## config.mk

```make
export PLATFORM = sky130hd
export DESIGN_NAME = alu_cmd_issuer_flat
export DESIGN_NICKNAME = d
export VERILOG_FILES = /design/src/rtl/alu_cmd_issuer_if.sv /design/src/rtl/alu_cmd_issuer.sv /design/src/flat_wrapper.sv
export SDC_FILE = /design/constraint.sdc
export NUM_CORES = 1
export LEC_CHECK = 0
export ABC_AREA = 1
export CAP_MARGIN = 20
export CORE_ASPECT_RATIO = 0.5
export CORE_MARGIN = 3
export CORE_UTILIZATION = 56
export DETAILED_ROUTE_END_ITERATION = 7
export PLACE_DENSITY = 0.89
export SYNTH_ARGS = -nofsm -noshare
export SYNTH_HDL_FRONTEND = slang
export SYNTH_SLANG_ARGS = --single-unit
```

## constraint.sdc

```tcl
create_clock -name clk -period 17.6 [get_ports clk]
set_input_delay 4.4 -clock clk [delete_from_list [all_inputs] [get_ports clk]]
set_output_delay 4.4 -clock clk [all_outputs]
set_load 0.05 [all_outputs]
```

## src/rtl/alu_cmd_issuer_if.sv

```systemverilog
// Bundles the request, ALU-side and response signals of alu_cmd_issuer.
// slave = the issuer itself, master = whatever drives requests and models the ALU.
interface alu_cmd_issuer_if;
    logic        req_valid;
    logic        req_ready;
    logic [31:0] req_a;
    logic [31:0] req_b;
    logic [3:0]  req_sel;
    logic [3:0]  req_tag;

    logic [31:0] alu_a;
    logic [31:0] alu_b;
    logic [3:0]  alu_sel;
    logic [31:0] alu_out;
    logic [63:0] alu_out_m;
    logic        alu_cf;
    logic        alu_zf;
    logic        alu_of;
    logic        alu_nf;

    logic        rsp_valid;
    logic        rsp_ready;
    logic [63:0] rsp_result;
    logic [3:0]  rsp_flags;
    logic [3:0]  rsp_tag;
    logic        rsp_err;
    logic        busy;

    modport slave (
        input  req_valid, req_a, req_b, req_sel, req_tag,
        output req_ready,
        output alu_a, alu_b, alu_sel,
        input  alu_out, alu_out_m, alu_cf, alu_zf, alu_of, alu_nf,
        output rsp_valid, rsp_result, rsp_flags, rsp_tag, rsp_err,
        input  rsp_ready,
        output busy
    );

    modport master (
        output req_valid, req_a, req_b, req_sel, req_tag,
        input  req_ready,
        input  alu_a, alu_b, alu_sel,
        output alu_out, alu_out_m, alu_cf, alu_zf, alu_of, alu_nf,
        input  rsp_valid, rsp_result, rsp_flags, rsp_tag, rsp_err,
        output rsp_ready,
        input  busy
    );
endinterface

```

## src/rtl/alu_cmd_issuer.sv

```systemverilog
// Request FIFO + issue FSM in front of the 32-bit signed ALU; one op in flight at a time.
// Optional ILLEGAL_OP_TRAP_EN: opcodes 1100..1111 return rsp_err=1 with zero result/flags.
//
// state | meaning
// IDLE  | nothing in flight, waiting for a queued request
// EXEC  | operands on the ALU, counting down settle cycles
// RESP  | response held on rsp_* until rsp_ready
module alu_cmd_issuer #(
    parameter int FIFO_DEPTH = 4,
    parameter int MUL_WAIT   = 1
) (
    input logic             clk,
    input logic             rst,
    alu_cmd_issuer_if.slave bus
);

    localparam int          AW         = (FIFO_DEPTH > 1) ? $clog2(FIFO_DEPTH) : 1;
    localparam logic [AW:0] DEPTH_C    = (AW+1)'(FIFO_DEPTH);
    localparam logic [3:0]  MUL_WAIT_C = 4'(MUL_WAIT);
    localparam logic [3:0]  SEL_MUL    = 4'b0110;

    localparam logic [1:0] ST_IDLE = 2'd0;
    localparam logic [1:0] ST_EXEC = 2'd1;
    localparam logic [1:0] ST_RESP = 2'd2;

    logic [71:0]   mem_q [FIFO_DEPTH];
    logic [AW-1:0] wr_ptr_q, rd_ptr_q;
    logic [AW:0]   count_q, count_d;
    logic          fifo_full, fifo_empty, push, pop;
    logic [71:0]   head;
    logic [3:0]    head_sel;

    logic [1:0]    state_q, state_d;
    logic [3:0]    wait_q, wait_d;
    logic          issue, capture;

    logic [31:0]   alu_a_q, alu_b_q;
    logic [3:0]    alu_sel_q, tag_q;

    logic          rsp_valid_q, rsp_valid_d;
    logic [63:0]   rsp_result_q, cap_result;
    logic [3:0]    rsp_flags_q, cap_flags;
    logic [3:0]    rsp_tag_q;
    logic          rsp_err_q, cap_err;

    assign fifo_full  = (count_q == DEPTH_C);
    assign fifo_empty = (count_q == '0);
    assign push       = bus.req_valid && !fifo_full;
    assign pop        = issue;
    assign head       = mem_q[rd_ptr_q];
    assign head_sel   = head[7:4];

    always_ff @(posedge clk) begin
        if (push) mem_q[wr_ptr_q] <= {bus.req_a, bus.req_b, bus.req_sel, bus.req_tag};
    end

    always_comb begin
        count_d = count_q;
        case ({push, pop})
            2'b10:   count_d = count_q + 1'b1;
            2'b01:   count_d = count_q - 1'b1;
            default: count_d = count_q;
        endcase
    end

    always_ff @(posedge clk or posedge rst) begin
        if (rst) begin
            wr_ptr_q <= '0;
            rd_ptr_q <= '0;
            count_q  <= '0;
        end else begin
            if (push) wr_ptr_q <= wr_ptr_q + 1'b1;
            if (pop)  rd_ptr_q <= rd_ptr_q + 1'b1;
            count_q <= count_d;
        end
    end

    // RESP hands straight over to EXEC when more work is queued, so there is no IDLE bubble.
    always_comb begin
        state_d     = state_q;
        wait_d      = wait_q;
        rsp_valid_d = rsp_valid_q;
        issue       = 1'b0;
        capture     = 1'b0;
        case (state_q)
            ST_IDLE: begin
                if (!fifo_empty) issue = 1'b1;
            end
            ST_EXEC: begin
                if (wait_q == '0) begin
                    capture     = 1'b1;
                    rsp_valid_d = 1'b1;
                    state_d     = ST_RESP;
                end else begin
                    wait_d = wait_q - 1'b1;
                end
            end
            ST_RESP: begin
                if (bus.rsp_ready) begin
                    rsp_valid_d = 1'b0;
                    if (!fifo_empty) issue   = 1'b1;
                    else             state_d = ST_IDLE;
                end
            end
            default: state_d = ST_IDLE;
        endcase
        if (issue) begin
            state_d = ST_EXEC;
            wait_d  = (head_sel == SEL_MUL) ? MUL_WAIT_C : 4'd0;
        end
    end

    always_comb begin
        cap_result = (alu_sel_q == SEL_MUL) ? bus.alu_out_m
                                            : {{32{bus.alu_out[31]}}, bus.alu_out};
        cap_flags  = {bus.alu_cf, bus.alu_zf, bus.alu_of, bus.alu_nf};
        cap_err    = 1'b0;
`ifdef ILLEGAL_OP_TRAP_EN
        if (alu_sel_q[3:2] == 2'b11) begin
            cap_result = '0;
            cap_flags  = '0;
            cap_err    = 1'b1;
        end
`endif
    end

    always_ff @(posedge clk or posedge rst) begin
        if (rst) begin
            state_q      <= ST_IDLE;
            wait_q       <= '0;
            alu_a_q      <= '0;
            alu_b_q      <= '0;
            alu_sel_q    <= 4'hF;
            tag_q        <= '0;
            rsp_valid_q  <= 1'b0;
            rsp_result_q <= '0;
            rsp_flags_q  <= '0;
            rsp_tag_q    <= '0;
            rsp_err_q    <= 1'b0;
        end else begin
            state_q     <= state_d;
            wait_q      <= wait_d;
            rsp_valid_q <= rsp_valid_d;
            if (issue) begin
                alu_a_q   <= head[71:40];
                alu_b_q   <= head[39:8];
                alu_sel_q <= head_sel;
                tag_q     <= head[3:0];
            end
            if (capture) begin
                rsp_result_q <= cap_result;
                rsp_flags_q  <= cap_flags;
                rsp_tag_q    <= tag_q;
                rsp_err_q    <= cap_err;
            end
        end
    end

    assign bus.req_ready  = !fifo_full;
    assign bus.alu_a      = alu_a_q;
    assign bus.alu_b      = alu_b_q;
    assign bus.alu_sel    = alu_sel_q;
    assign bus.rsp_valid  = rsp_valid_q;
    assign bus.rsp_result = rsp_result_q;
    assign bus.rsp_flags  = rsp_flags_q;
    assign bus.rsp_tag    = rsp_tag_q;
    assign bus.rsp_err    = rsp_err_q;
    assign bus.busy       = (state_q != ST_IDLE) || !fifo_empty;

endmodule

```

## src/flat_wrapper.sv

```systemverilog
// flat-port wrapper written by rule: the top's interface ports become plain ports
module alu_cmd_issuer_flat 
#(
    parameter int FIFO_DEPTH = 4,
    parameter int MUL_WAIT   = 1
)
  (clk, rst, bus_req_valid, bus_req_a, bus_req_b, bus_req_sel, bus_req_tag, bus_req_ready, bus_alu_a, bus_alu_b, bus_alu_sel, bus_alu_out, bus_alu_out_m, bus_alu_cf, bus_alu_zf, bus_alu_of, bus_alu_nf, bus_rsp_valid, bus_rsp_result, bus_rsp_flags, bus_rsp_tag, bus_rsp_err, bus_rsp_ready, bus_busy);
  alu_cmd_issuer_if bus_i ();
  input logic clk;
  input logic rst;
  input wire logic [$bits(bus_i.req_valid)-1:0] bus_req_valid;
  input wire logic [$bits(bus_i.req_a)-1:0] bus_req_a;
  input wire logic [$bits(bus_i.req_b)-1:0] bus_req_b;
  input wire logic [$bits(bus_i.req_sel)-1:0] bus_req_sel;
  input wire logic [$bits(bus_i.req_tag)-1:0] bus_req_tag;
  output wire logic [$bits(bus_i.req_ready)-1:0] bus_req_ready;
  output wire logic [$bits(bus_i.alu_a)-1:0] bus_alu_a;
  output wire logic [$bits(bus_i.alu_b)-1:0] bus_alu_b;
  output wire logic [$bits(bus_i.alu_sel)-1:0] bus_alu_sel;
  input wire logic [$bits(bus_i.alu_out)-1:0] bus_alu_out;
  input wire logic [$bits(bus_i.alu_out_m)-1:0] bus_alu_out_m;
  input wire logic [$bits(bus_i.alu_cf)-1:0] bus_alu_cf;
  input wire logic [$bits(bus_i.alu_zf)-1:0] bus_alu_zf;
  input wire logic [$bits(bus_i.alu_of)-1:0] bus_alu_of;
  input wire logic [$bits(bus_i.alu_nf)-1:0] bus_alu_nf;
  output wire logic [$bits(bus_i.rsp_valid)-1:0] bus_rsp_valid;
  output wire logic [$bits(bus_i.rsp_result)-1:0] bus_rsp_result;
  output wire logic [$bits(bus_i.rsp_flags)-1:0] bus_rsp_flags;
  output wire logic [$bits(bus_i.rsp_tag)-1:0] bus_rsp_tag;
  output wire logic [$bits(bus_i.rsp_err)-1:0] bus_rsp_err;
  input wire logic [$bits(bus_i.rsp_ready)-1:0] bus_rsp_ready;
  output wire logic [$bits(bus_i.busy)-1:0] bus_busy;
  assign bus_i.req_valid = bus_req_valid;
  assign bus_i.req_a = bus_req_a;
  assign bus_i.req_b = bus_req_b;
  assign bus_i.req_sel = bus_req_sel;
  assign bus_i.req_tag = bus_req_tag;
  assign bus_req_ready = bus_i.req_ready;
  assign bus_alu_a = bus_i.alu_a;
  assign bus_alu_b = bus_i.alu_b;
  assign bus_alu_sel = bus_i.alu_sel;
  assign bus_i.alu_out = bus_alu_out;
  assign bus_i.alu_out_m = bus_alu_out_m;
  assign bus_i.alu_cf = bus_alu_cf;
  assign bus_i.alu_zf = bus_alu_zf;
  assign bus_i.alu_of = bus_alu_of;
  assign bus_i.alu_nf = bus_alu_nf;
  assign bus_rsp_valid = bus_i.rsp_valid;
  assign bus_rsp_result = bus_i.rsp_result;
  assign bus_rsp_flags = bus_i.rsp_flags;
  assign bus_rsp_tag = bus_i.rsp_tag;
  assign bus_rsp_err = bus_i.rsp_err;
  assign bus_i.rsp_ready = bus_rsp_ready;
  assign bus_busy = bus_i.busy;
  alu_cmd_issuer #(.FIFO_DEPTH(FIFO_DEPTH), .MUL_WAIT(MUL_WAIT)) u_core (.clk(clk), .rst(rst), .bus(bus_i));
endmodule
```

; Yosys cells after proc, flatten, opt, wreduce, memory -nomap -nowiden
; Memory sizes are Yosys's and may differ from the RTL's.
; Cells that the tools add are included.
[word_totals]
register_bits = 158
ramBits = 288
input_bits = 176
out_inout_bits = 144
wordCells = 68
n_memories = 1
[mem_list]
columns = name, words, word_bits, rd, rd_clocked_by_memory_dff, wr, line
row1 = u_core.mem_q, 4, 72, 1, 0, 1, alu_cmd_issuer.sv:26  ; logic [71:0] mem_q [FIFO_DEPTH];
[classes]
n_addsub = 5
eq_ne = 14
n_mux = 21
n_reduce_logical = 14
[op_table]
columns = operator, count
row1 = 64-bit 2-to-1 mux, 1
row2 = 4-bit 2-to-1 mux, 3
row3 = 1-bit 2-to-1 mux, 9
row4 = 4-bit by 3-bit equality test with 1-bit output (second input constant), 2
row5 = 2-bit 2-to-1 mux, 4
row6 = 2-bit nonzero test, 4
row7 = 2-bit by 1-bit != test with 1-bit output (second input constant), 3
row8 = 3-bit by 1-bit != test with 1-bit output (second input constant), 2
row9 = 2-bit case mux with 3 select lines, 1
row10 = 3-bit case mux with 2 select lines, 1
row11 = 2-bit by 1-bit adder with 2-bit output (second input constant), 2
row12 = 2-bit by 1-bit equality test with 1-bit output (second input constant), 2
row13 = 2-bit equality test (second input constant), 2
row14 = 4-bit logical NOT, 1
row15 = 1-bit case mux with 2 select lines, 2
row16 = 4-bit AND reduction, 1
row17 = 4-bit by 1-bit subtractor with 4-bit output (second input constant), 1
row18 = 3-bit by 1-bit adder with 3-bit output (second input constant), 1
row19 = 3-bit equality test (second input constant), 1
row20 = 3-bit logical NOT, 1
row21 = 3-bit by 2-bit != test with 1-bit output (second input constant), 1
row22 = 3-bit AND reduction, 1
row23 = 3-bit by 1-bit subtractor with 3-bit output (second input constant), 1
row24 = 1-bit logical NOT, 2
row25 = 5 further kinds, 5

; Longest topological paths before layout
; Gate-level depths: netlist of run 1.
[logic_depth]
word_depth = 6
ltp_mapped = 12
mapped_depth_nobuf = 10

; Least setup slack after synthesis of run 1
; OpenSTA, ideal clock, no wires.
[synth_timing]
kind = input to output
startpoint = input bus_rsp_ready
endpoint = output bus_busy
t_arrival_ns = 5.116
required_time_ns = 13.200
slack_ns = 8.084
stages = 5
n_path_buf = 1
path_cell_list = inv_1 -> a21oi_1 -> nand2_1 -> buf_2 -> nand2_1
[synth_lines]
columns = item, line
row1 = start: declaration, flat_wrapper.sv:31  ; input wire logic [$bits(bus_i.rsp_ready)-1:0] bus_rsp_ready;
row2 = end: declaration, flat_wrapper.sv:32  ; output wire logic [$bits(bus_i.busy)-1:0] bus_busy;

==> results of run 1 <==
-- synthesized netlist by cell type, drive strengths merged --
| cell type | instances | share of area |
|---|---|---|
| xnor2 | 1 | 0.00051 |
| edfxtp | 288 | 0.50 |
| clkbuf | 23 | 0.0050 |
| o21ai | 212 | 0.062 |
| buf | 67 | 0.024 |
| dfstp | 4 | 0.0061 |
| xor2 | 3 | 0.0015 |
| nor2 | 410 | 0.090 |
| ha | 7 | 0.0051 |
| o22ai | 5 | 0.0018 |
| a31oi | 98 | 0.036 |
| a21oi | 6 | 0.0017 |
| fa | 1 | 0.0012 |
| nand3 | 12 | 0.0038 |
| conb | 1 | 0.00022 |
| inv | 32 | 0.0070 |
| dfrtp | 154 | 0.22 |
| nand2 | 127 | 0.028 |
-- flip-flops by register name, summed over array words and instances, names as in the netlist --
register,flops
u_core.bus.rsp_flags,4
u_core.bus.alu_a,32
u_core.bus.alu_sel,4
u_core.state_q,2
u_core.rd_ptr_q,2
u_core.bus.alu_b,32
u_core.tag_q,4
u_core.bus.rsp_valid,1
u_core.wr_ptr_q,2
u_core.bus.rsp_result,64
u_core.mem_q,288
u_core.bus.rsp_tag,4
u_core.count_q,3
u_core.wait_q,4
-- final timing paths --
| check | startpoint | end | cells after the start |
|---|---|---|---|
| min reg2reg | u_core.bus.rsp_flags[2]$_DFFE_PP0P_ | u_core.bus.rsp_flags[2]$_DFFE_PP0P_ | 2 |
| min in group asynchronous | rst | u_core.bus.rsp_result[37]$_DFFE_PP0P_ | 2 |
| max | bus_rsp_ready | bus_busy | 6 |
| min | u_core.bus.rsp_flags[2]$_DFFE_PP0P_ | u_core.bus.rsp_flags[2]$_DFFE_PP0P_ | 2 |
| max in group asynchronous | rst | u_core.bus.rsp_result[8]$_DFFE_PP0P_ | 3 |
| max reg2reg | u_core.rd_ptr_q[0]$_DFFE_PP0N_ | u_core.wait_q[0]$_DFFE_PP0P_ | 9 |
-- area by class of cell --
cell class,count,area [µm²],area share
well taps,391,489,0.0225
clock buffers,51,1040,0.0478
flip-flops and latches,446,12600,0.579
clock inverters,19,165,0.00758
multi-input cells,883,4000,0.184
inverters,32,129,0.00592
repair buffers,331,3320,0.152
diodes,8,20.0,0.000919
-- worst max-delay path, cell delays in order --
cell             delay, ns
clkdlybuf4s50_1       0.49
inv_1                 0.06
a21oi_1               0.13
nand2_1               0.28
nand2_1               0.15
clkdlybuf4s50_1       0.81
-- power by group through the flow --
stage | combinational, mW | clock, mW | sequential [mW]
CTS | 1.96 | 0.830 | 1.61
detailed placement | 1.94 | 0 | 1.63
finish | 1.96 | 0.817 | 1.61
floorplan | 0.795 | 0 | 2.16
global placement | 1.88 | 0 | 1.61
global route | 2.10 | 0.879 | 1.64
-- cell families after synthesis --
| logic type | after synthesis | synth area share |
|---|---|---|
| adder cells (fa/ha/maj) | 8 | 0.00626 |
| XOR/XNOR | 4 | 0.00204 |
| flip-flops | 446 | 0.734 |
| other | 1 | 0.000218 |
| buffers and inverters | 122 | 0.0356 |
| AO/OA/AOI/OAI | 321 | 0.101 |
| AND/OR/NAND/NOR | 549 | 0.121 |
-- cell usage in the layout (no fill, tap or decap), drive strengths merged --
master	n
nand2	127
a21oi	6
ha	7
a31oi	98
edfxtp	288
dfstp	4
clkinv	17
bufinv	2
fa	1
clkdlybuf4s50	318
nand3	12
xor2	3
clkbuf	51
xnor2	1
conb	1
o21ai	212
o22ai	5
nor2	410
buf	13
diode	8
dfrtp	154
inv	32
-- layer usage --
layer	vias up	track usage	part of all wire
li1	5601	-	-
met1	5870	0.298	0.37
met2	492	0.466	0.52
met3	94	0.0576	0.074
met4	0	0.110	0.035
met5	-	0	0
==> out/metrics.yaml, run 1 <==
run_status:
  status: "completed"
critical_path:
  crit_path_end_kind: "primary output"
  crit_type: "in -> out"
  worstPathRequired_ns: 13.20
  startpoint_type: "primary input"
  crit_path_max_fanout: 11
  reg2reg_slack_ns: 14.34
  arrival_ns: 6.32
clocking:
  clock_sinks: 446
  cts_resized: 0
  cts_hold_buf: 0
  clk_latency_ns: 0.55
  clock_path_buffers: 3
  cts_setup_buffers: 0
  cts_root_buffer: "clkbuf_16"
  cts_buffers: 38
  tritoncts: "done"
  clk_pin_slew_ns: 0.07
  htree_levels: 2
power_and_ir_drop:
  intPower_mw: 2.50
  swShare: 0.431
  p_per_area_nw_per_um2: 201
  combPwrFrac: 0.447
  seqPwrFrac: 0.367
  switchingPower_mw: 1.89
  power_leakage_nw: 7.99
  peakVddDrop_uv: 123
  clkPwrFrac: 0.186
  power.total_mw: 4.39
sta:
  tns_ns: 0
  fin_ws_ns: 6.88
  rsz0062_at_grt: "false"
  skew_ns: 0.0262
  finalSetupViolations: 0
  timing.hold.ws_ns: 0.473
  worst_pin_slew_ns: 1.05
  final_max_slew_viol_count: 0
  fmax_ghz: 0.0933
  layout_min_cycle_time_ns: 10.72
  period_share: 0.609
  max-slew-margin-rel: 0.300
  finalHoldViolations: 0
grt:
  antenna_found_initial: 7
  grt_pass1_wl_um: 65000
  grt_start_max_net_pins: 103
  grt_pass1_vias: 11900
  gr-total-overflow: 0
  grt.total_usage: 0.256
drt:
  postRouteAntennaNets: 0
  vias: 12100
  drtIter0Drc: 1049
  firstDrtPassIters: 5
  drc_errors: 0
  avgRoutedWirePerCell_um: 19.8
  wirelength_um: 42700
  via_per_inst: 5.58
layout:
  fin_cells: 2161
  drive_gt1_frac: 0.0477
  final_core_util: 0.735
  fillers: 1749
  synthToLayoutAreaGrowth_pct: 26.7
  design_area_um2: 21800
  nNetsFinal: 1916
yosys:
  seq_area_frac_synth: 0.734
  synth_fp_nets: 1635
  synth_seq_cells: 446
  syn_area_per_cell_um2: 11.8
  ys_types: 25
  synth_area_um2: 17200
  ys.warnings.count: 0
  synthCells: 1451
run:
  max-cap-violations: 0
floorplan:
  num_rows: 44
  die-area_um2: 33000
  die_x_um: 254
  die_height_um: 130
  fp.coreArea_um2: 29600
  start_util: 0.580
  ios: 320
placed_design:
  placed_area_um2: 20500
  dp_slack_ns: 6.87
  gpl.final_weighted_congestion: 0.870
  dp_hpwl_um: 24900
  dp.cells: 2082
  numPortBuffers: 318
hold_path:
  hold_class: "reg -> reg"
(Power assumes the default switching activity.)
==> run 2: changes to the inputs <==
Settings changed: CORE_UTILIZATION 56 to 47, PLACE_DENSITY 0.89 to 0.8.
Clock period 17.6 ns to 9.4 ns, I/O delays scaled along.
==> out/metrics.yaml, run 2 (synthesis results as in run 1) <==
sta:
  final_max_slew_viol_count: 0  # unchanged
  period_share: 0.701
  skew_ns: 0.0262  # -0.0000140 ns
  max-slew-margin-rel: 0.303  # +0.00328
  layout_min_cycle_time_ns: 6.59
  fmax_ghz: 0.152
  rsz0062_at_grt: "false"
  finalSetupViolations: 0  # unchanged
  worst_pin_slew_ns: 1.05  # -0.00340 ns
  finalHoldViolations: 0  # unchanged
  tns_ns: 0  # unchanged
placed_design:
  numPortBuffers: 318  # unchanged
  placed_area_um2: 20700  # +0.63%
  gpl.final_weighted_congestion: 0.771  # -11%
  dp_hpwl_um: 24100  # -3.1%
floorplan:
  die-area_um2: 39000  # +18%
  start_util: 0.487  # -0.0927
  die_x_um: 276  # +8.9%
  ios: 320  # unchanged
  die_height_um: 141  # +8.7%
  fp.coreArea_um2: 35300  # +19%
  num_rows: 48  # +9.1%
drt:
  drc_errors: 0  # unchanged
  avgRoutedWirePerCell_um: 18.3  # -7.3%
  vias: 11700  # -3.0%
  firstDrtPassIters: 5  # unchanged
  postRouteAntennaNets: 0  # unchanged
  wirelength_um: 41200  # -3.7%
  via_per_inst: 5.20  # -6.7%
  drtIter0Drc: 839  # -20%
grt:
  grt_start_max_net_pins: 96  # -6.8%
  grt.total_usage: 0.209  # -0.0474
  grt_pass1_wl_um: 64900  # -0.12%
  gr-total-overflow: 0  # unchanged
  antenna_found_initial: 3  # -4
  grt_pass1_vias: 11800  # -1.1%
layout:
  largest_reg_flops: 288  # unchanged
  final_cell_mix: "nor2_1, clkdlybuf4s50_1, edfxtp_1, o21ai_0, dfrtp_1"
  drive_gt1_frac: 0.0549  # +0.00719
  mostFrequentLayoutCell: "nor2_1"
  largest-register: "u_core.mem_q"
  synthToLayoutAreaGrowth_pct: 28.4
  design_area_um2: 22100  # +1.3%
  nNetsFinal: 1920  # +0.21%
critical_path:
  r2r-end: "u_core.bus.rsp_result[27]$_DFFE_PP0P_"
  crit_type: "in -> out"
  startpoint_type: "primary input"
  r2r-start: "u_core.bus.alu_sel[1]$_DFFE_PP1N_"
  crit_path_max_fanout: 11  # unchanged
  crit_path_max_incr_delay_ns: 0.84  # +0.03 ns
  reg2reg_slack_ns: 6.34  # -8.00 ns
  worst_path_max_delay_cell: "clkdlybuf4s50_1"
  worstPathRequired_ns: 7.05  # -6.15 ns
  crit_chain: "clkdlybuf4s50_1 -> inv_1 -> a21oi_1 -> nand2_1 -> nand2_1 -> clkdlybuf4s50_1"
  arrival_ns: 4.24  # -2.08 ns
  crit_path_end_kind: "primary output"
  rr_worst_depth: 4  # -5
clocking:
  cts_resized: 0  # unchanged
  cts_setup_buffers: 0  # unchanged
  clock_sinks: 446  # unchanged
  cts_root_buffer: "clkbuf_16"
  clk_pin_slew_ns: 0.07  # about the same
  cts_buffers: 40  # +5.3%
  htree_levels: 2  # unchanged
  tritoncts: "done"
  cts_hold_buf: 0  # unchanged
  clock_path_buffers: 3  # unchanged
  clk_latency_ns: 0.56  # about the same
hold_path:
  whs_path_depth: 2  # unchanged
  min_to: "u_core.bus.rsp_flags[0]$_DFFE_PP0P_"
  hold_class: "reg -> reg"
  min_from: "u_core.bus.rsp_flags[0]$_DFFE_PP0P_"
power_and_ir_drop:
  p_per_area_nw_per_um2: 379  # +88%
  peakVddDrop_uv: 289  # +140%
  power_leakage_nw: 8.09  # +1.3%
run_status:
  status: "completed"
run:
  max-cap-violations: 0  # unchanged
==> run 2: worst max-delay path by stage <==
stage                        from                               to  slack [ns]  cells after the start
finish              bus_rsp_ready                         bus_busy        2.81                      6
global route        bus_rsp_ready                         bus_busy        2.70                      6
CTS                 bus_rsp_ready                         bus_busy        2.78                      6
detailed placement  bus_rsp_ready                         bus_busy        2.79                      6
global placement    bus_rsp_ready                         bus_busy        2.80                      6
floorplan                     rst  u_core.bus.alu_a[0]$_DFFE_PP0N_        2.79                      1
==> run 2: layout make-up <==
class	instances	area (µm²)
Fill cell	2592	13200
Clock buffer	55	1140
Tap cell	475	594
Clock inverter	19	260
Antenna cell	4	10.0
Inverter	32	130
Timing Repair Buffer	333	3320
Sequential cell	446	12600
Multi-Input combinational cell	883	4000
==> run 2: where the power goes <==
part | switching (mW) | leakage [nW] | internal, mW
registers | 0.277 | 4.45 | 2.73
clock network | 0.717 | 0.687 | 0.999
logic | 2.53 | 2.96 | 1.10
==> run 2: worst max-delay path, delay by kind of cell <==
kind	cells	cell delay (ns)
and+or+nand+nor	2	0.39
AOI/OAI and AO/OA	1	0.12
buffers and inverters	3	1.37
==> run 2: stage by stage <==
step                utilization  std cells  power [mW]  hold WS [ns]  setup WS [ns]
floorplan                     -       1451        5.53         0.433           2.79
global placement          0.585       2168        6.57         0.452           2.80
detailed placement        0.586       2169        6.69         0.459           2.79
CTS                       0.625       2243        8.42         0.474           2.78
global route              0.626       2246        8.82         0.487           2.70
finish                    0.626       2247        8.35         0.475           2.81
==> run 2: layer usage <==
metal / share of wire / up-vias / track usage
li1: - / 5607 / -
met1: 0.39 / 5664 / 0.247
met2: 0.52 / 350 / 0.382
met3: 0.052 / 74 / 0.0359
met4: 0.034 / 0 / 0.0852
met5: 0 / - / 0
==> run 3: changes to the inputs <==
Settings changed: CORE_UTILIZATION 47 to 52, PLACE_DENSITY 0.8 to 0.84.
Clock period 9.4 ns to 6.5 ns, I/O delays scaled along.
==> out/metrics.yaml, run 3 (synthesis results as in run 1) <==
run_status:
  status: "completed"
sta:
  rsz0062_at_grt: "false"
  final_max_slew_viol_count: 0  # unchanged
  finalSetupViolations: 0  # unchanged
  period_share: 0.793
  fmax_ghz: 0.194
  max-slew-margin-rel: 0.282  # -0.0208
  layout_min_cycle_time_ns: 5.15
  tns_ns: 0  # unchanged
  skew_ns: 0.0209  # -0.00528 ns
  finalHoldViolations: 0  # unchanged
  worst_pin_slew_ns: 1.07  # +0.0286 ns
clocking:
  cts_buffers: 39  # -2.5%
  cts_root_buffer: "clkbuf_16"
  clock_sinks: 446  # unchanged
  htree_levels: 2  # unchanged
  cts_setup_buffers: 0  # unchanged
  clk_pin_slew_ns: 0.07  # about the same
  tritoncts: "done"
  clock_path_buffers: 3  # unchanged
  cts_hold_buf: 0  # unchanged
  clk_latency_ns: 0.54  # -0.02 ns
  cts_resized: 0  # unchanged
floorplan:
  num_rows: 46  # -4.2%
  die_height_um: 135  # -4.7%
  fp.coreArea_um2: 32100  # -8.9%
  start_util: 0.535  # +0.0476
  ios: 320  # unchanged
  die-area_um2: 35400  # -9.3%
  die_x_um: 263  # -4.8%
placed_design:
  dp.cells: 2130  # -1.8%
  dp_hpwl_um: 25100  # +4.0%
  gpl.final_weighted_congestion: 0.776  # +0.71%
  numPortBuffers: 318  # unchanged
critical_path:
  startpoint_type: "primary input"
  crit_chain: "clkdlybuf4s50_1 -> inv_1 -> a21oi_1 -> nand2_1 -> nand2_1 -> clkdlybuf4s50_1"
  crit_path_max_fanout: 11  # unchanged
  crit_type: "in -> out"
  arrival_ns: 3.53  # -0.71 ns
  worst_path_max_delay_cell: "clkdlybuf4s50_1"
  crit_path_max_incr_delay_ns: 0.83  # about the same
  rr_worst_depth: 10  # +6
  worstPathRequired_ns: 4.88  # -2.17 ns
  cp_top_family: "buffers and inverters"
  crit_path_end_kind: "primary output"
  crit_buf_inv: 3  # unchanged
  cp.depth: 6  # unchanged
layout:
  mostFrequentLayoutCell: "nor2_1"
  largest-register: "u_core.mem_q"
  drive_gt1_frac: 0.0515  # -0.00339
  fin_cells: 2203  # -2.0%
  synthToLayoutAreaGrowth_pct: 27.3
  final_cell_mix: "nor2_1, clkdlybuf4s50_1, edfxtp_1, o21ai_0, dfrtp_1"
  largest_reg_flops: 288  # unchanged
  nNetsFinal: 1923  # +0.16%
run:
  max-cap-violations: 0  # unchanged
grt:
  grt_pass1_wl_um: 65500  # +0.91%
  antenna_found_initial: 3  # unchanged
  grt_start_max_net_pins: 81  # -16%
  grt.total_usage: 0.234  # +0.0257
  grt_pass1_vias: 11700  # -0.89%
  gr-total-overflow: 0  # unchanged
drt:
  via_per_inst: 5.45  # +4.8%
  postRouteAntennaNets: 0  # unchanged
  drc_errors: 0  # unchanged
  wirelength_um: 42300  # +2.7%
  drtIter0Drc: 1270  # +51%
  vias: 12000  # +2.8%
  avgRoutedWirePerCell_um: 19.2  # +4.8%
  firstDrtPassIters: 5  # unchanged
power_and_ir_drop:
  peakVddDrop_uv: 254  # -12%
  p_per_area_nw_per_um2: 547  # +44%
  power.total_mw: 12.0  # +43%
  power_leakage_nw: 8.03  # -0.74%
hold_path:
  whs_path_depth: 1  # -1
  hold_class: "reg -> reg"
## run 3: report_power, final
group / switching, mW / internal [mW] / leakage (nW)
logic: 3.66 / 1.59 / 2.97
registers: 0.441 / 3.95 / 4.45
clock network: 1.01 / 1.31 / 0.615
total: 5.11 / 6.85 / 8.03
## run 3: final cells by class
class,instances,area (µm²)
Inverter,32,130
Multi-Input combinational cell,883,4000
Fill cell,2159,10200
Timing Repair Buffer,337,3330
Sequential cell,446,12600
Antenna cell,3,7.51
Tap cell,432,541
Clock inverter,17,208
Clock buffer,53,1060
## run 3: final timing paths
check / startpoint / end / slack (ns)
min reg2reg: u_core.wait_q[3]$_DFFE_PP0P_ / u_core.wait_q[3]$_DFFE_PP0P_ / 0.46
max: bus_rsp_ready / bus_busy / 1.35
max in group asynchronous: rst / u_core.bus.alu_b[8]$_DFFE_PP0N_ / 3.78
max reg2reg: u_core.rd_ptr_q[0]$_DFFE_PP0N_ / u_core.wait_q[0]$_DFFE_PP0P_ / 3.04
min in group asynchronous: rst / u_core.bus.rsp_flags[3]$_DFFE_PP0P_ / 1.62
min: u_core.wait_q[3]$_DFFE_PP0P_ / u_core.wait_q[3]$_DFFE_PP0P_ / 0.46
## run 3: per-layer routing
| metal | wire length, µm | GRT usage | vias up |
|---|---|---|---|
| li1 | - | - | 5612 |
| met1 | 16600 | 0.299 | 5786 |
| met2 | 21700 | 0.417 | 524 |
| met3 | 2900 | 0.0390 | 95 |
| met4 | 1110 | 0.0724 | 0 |
| met5 | 0 | 0 | - |
## run 3: stage by stage
stage / setup slack [ns] / utilization / area (µm²) / hold slack (ns)
4_1_cts: 1.34 / 0.681 / 21900 / 0.466
3_5_place_dp: 1.34 / 0.642 / 20600 / 0.457
2_1_floorplan: 0.618 / - / 17200 / 0.433
5_1_grt: 1.20 / 0.681 / 21900 / 0.497
6_report: 1.35 / 0.681 / 21900 / 0.465
3_3_place_gp: 1.35 / 0.642 / 20600 / 0.452
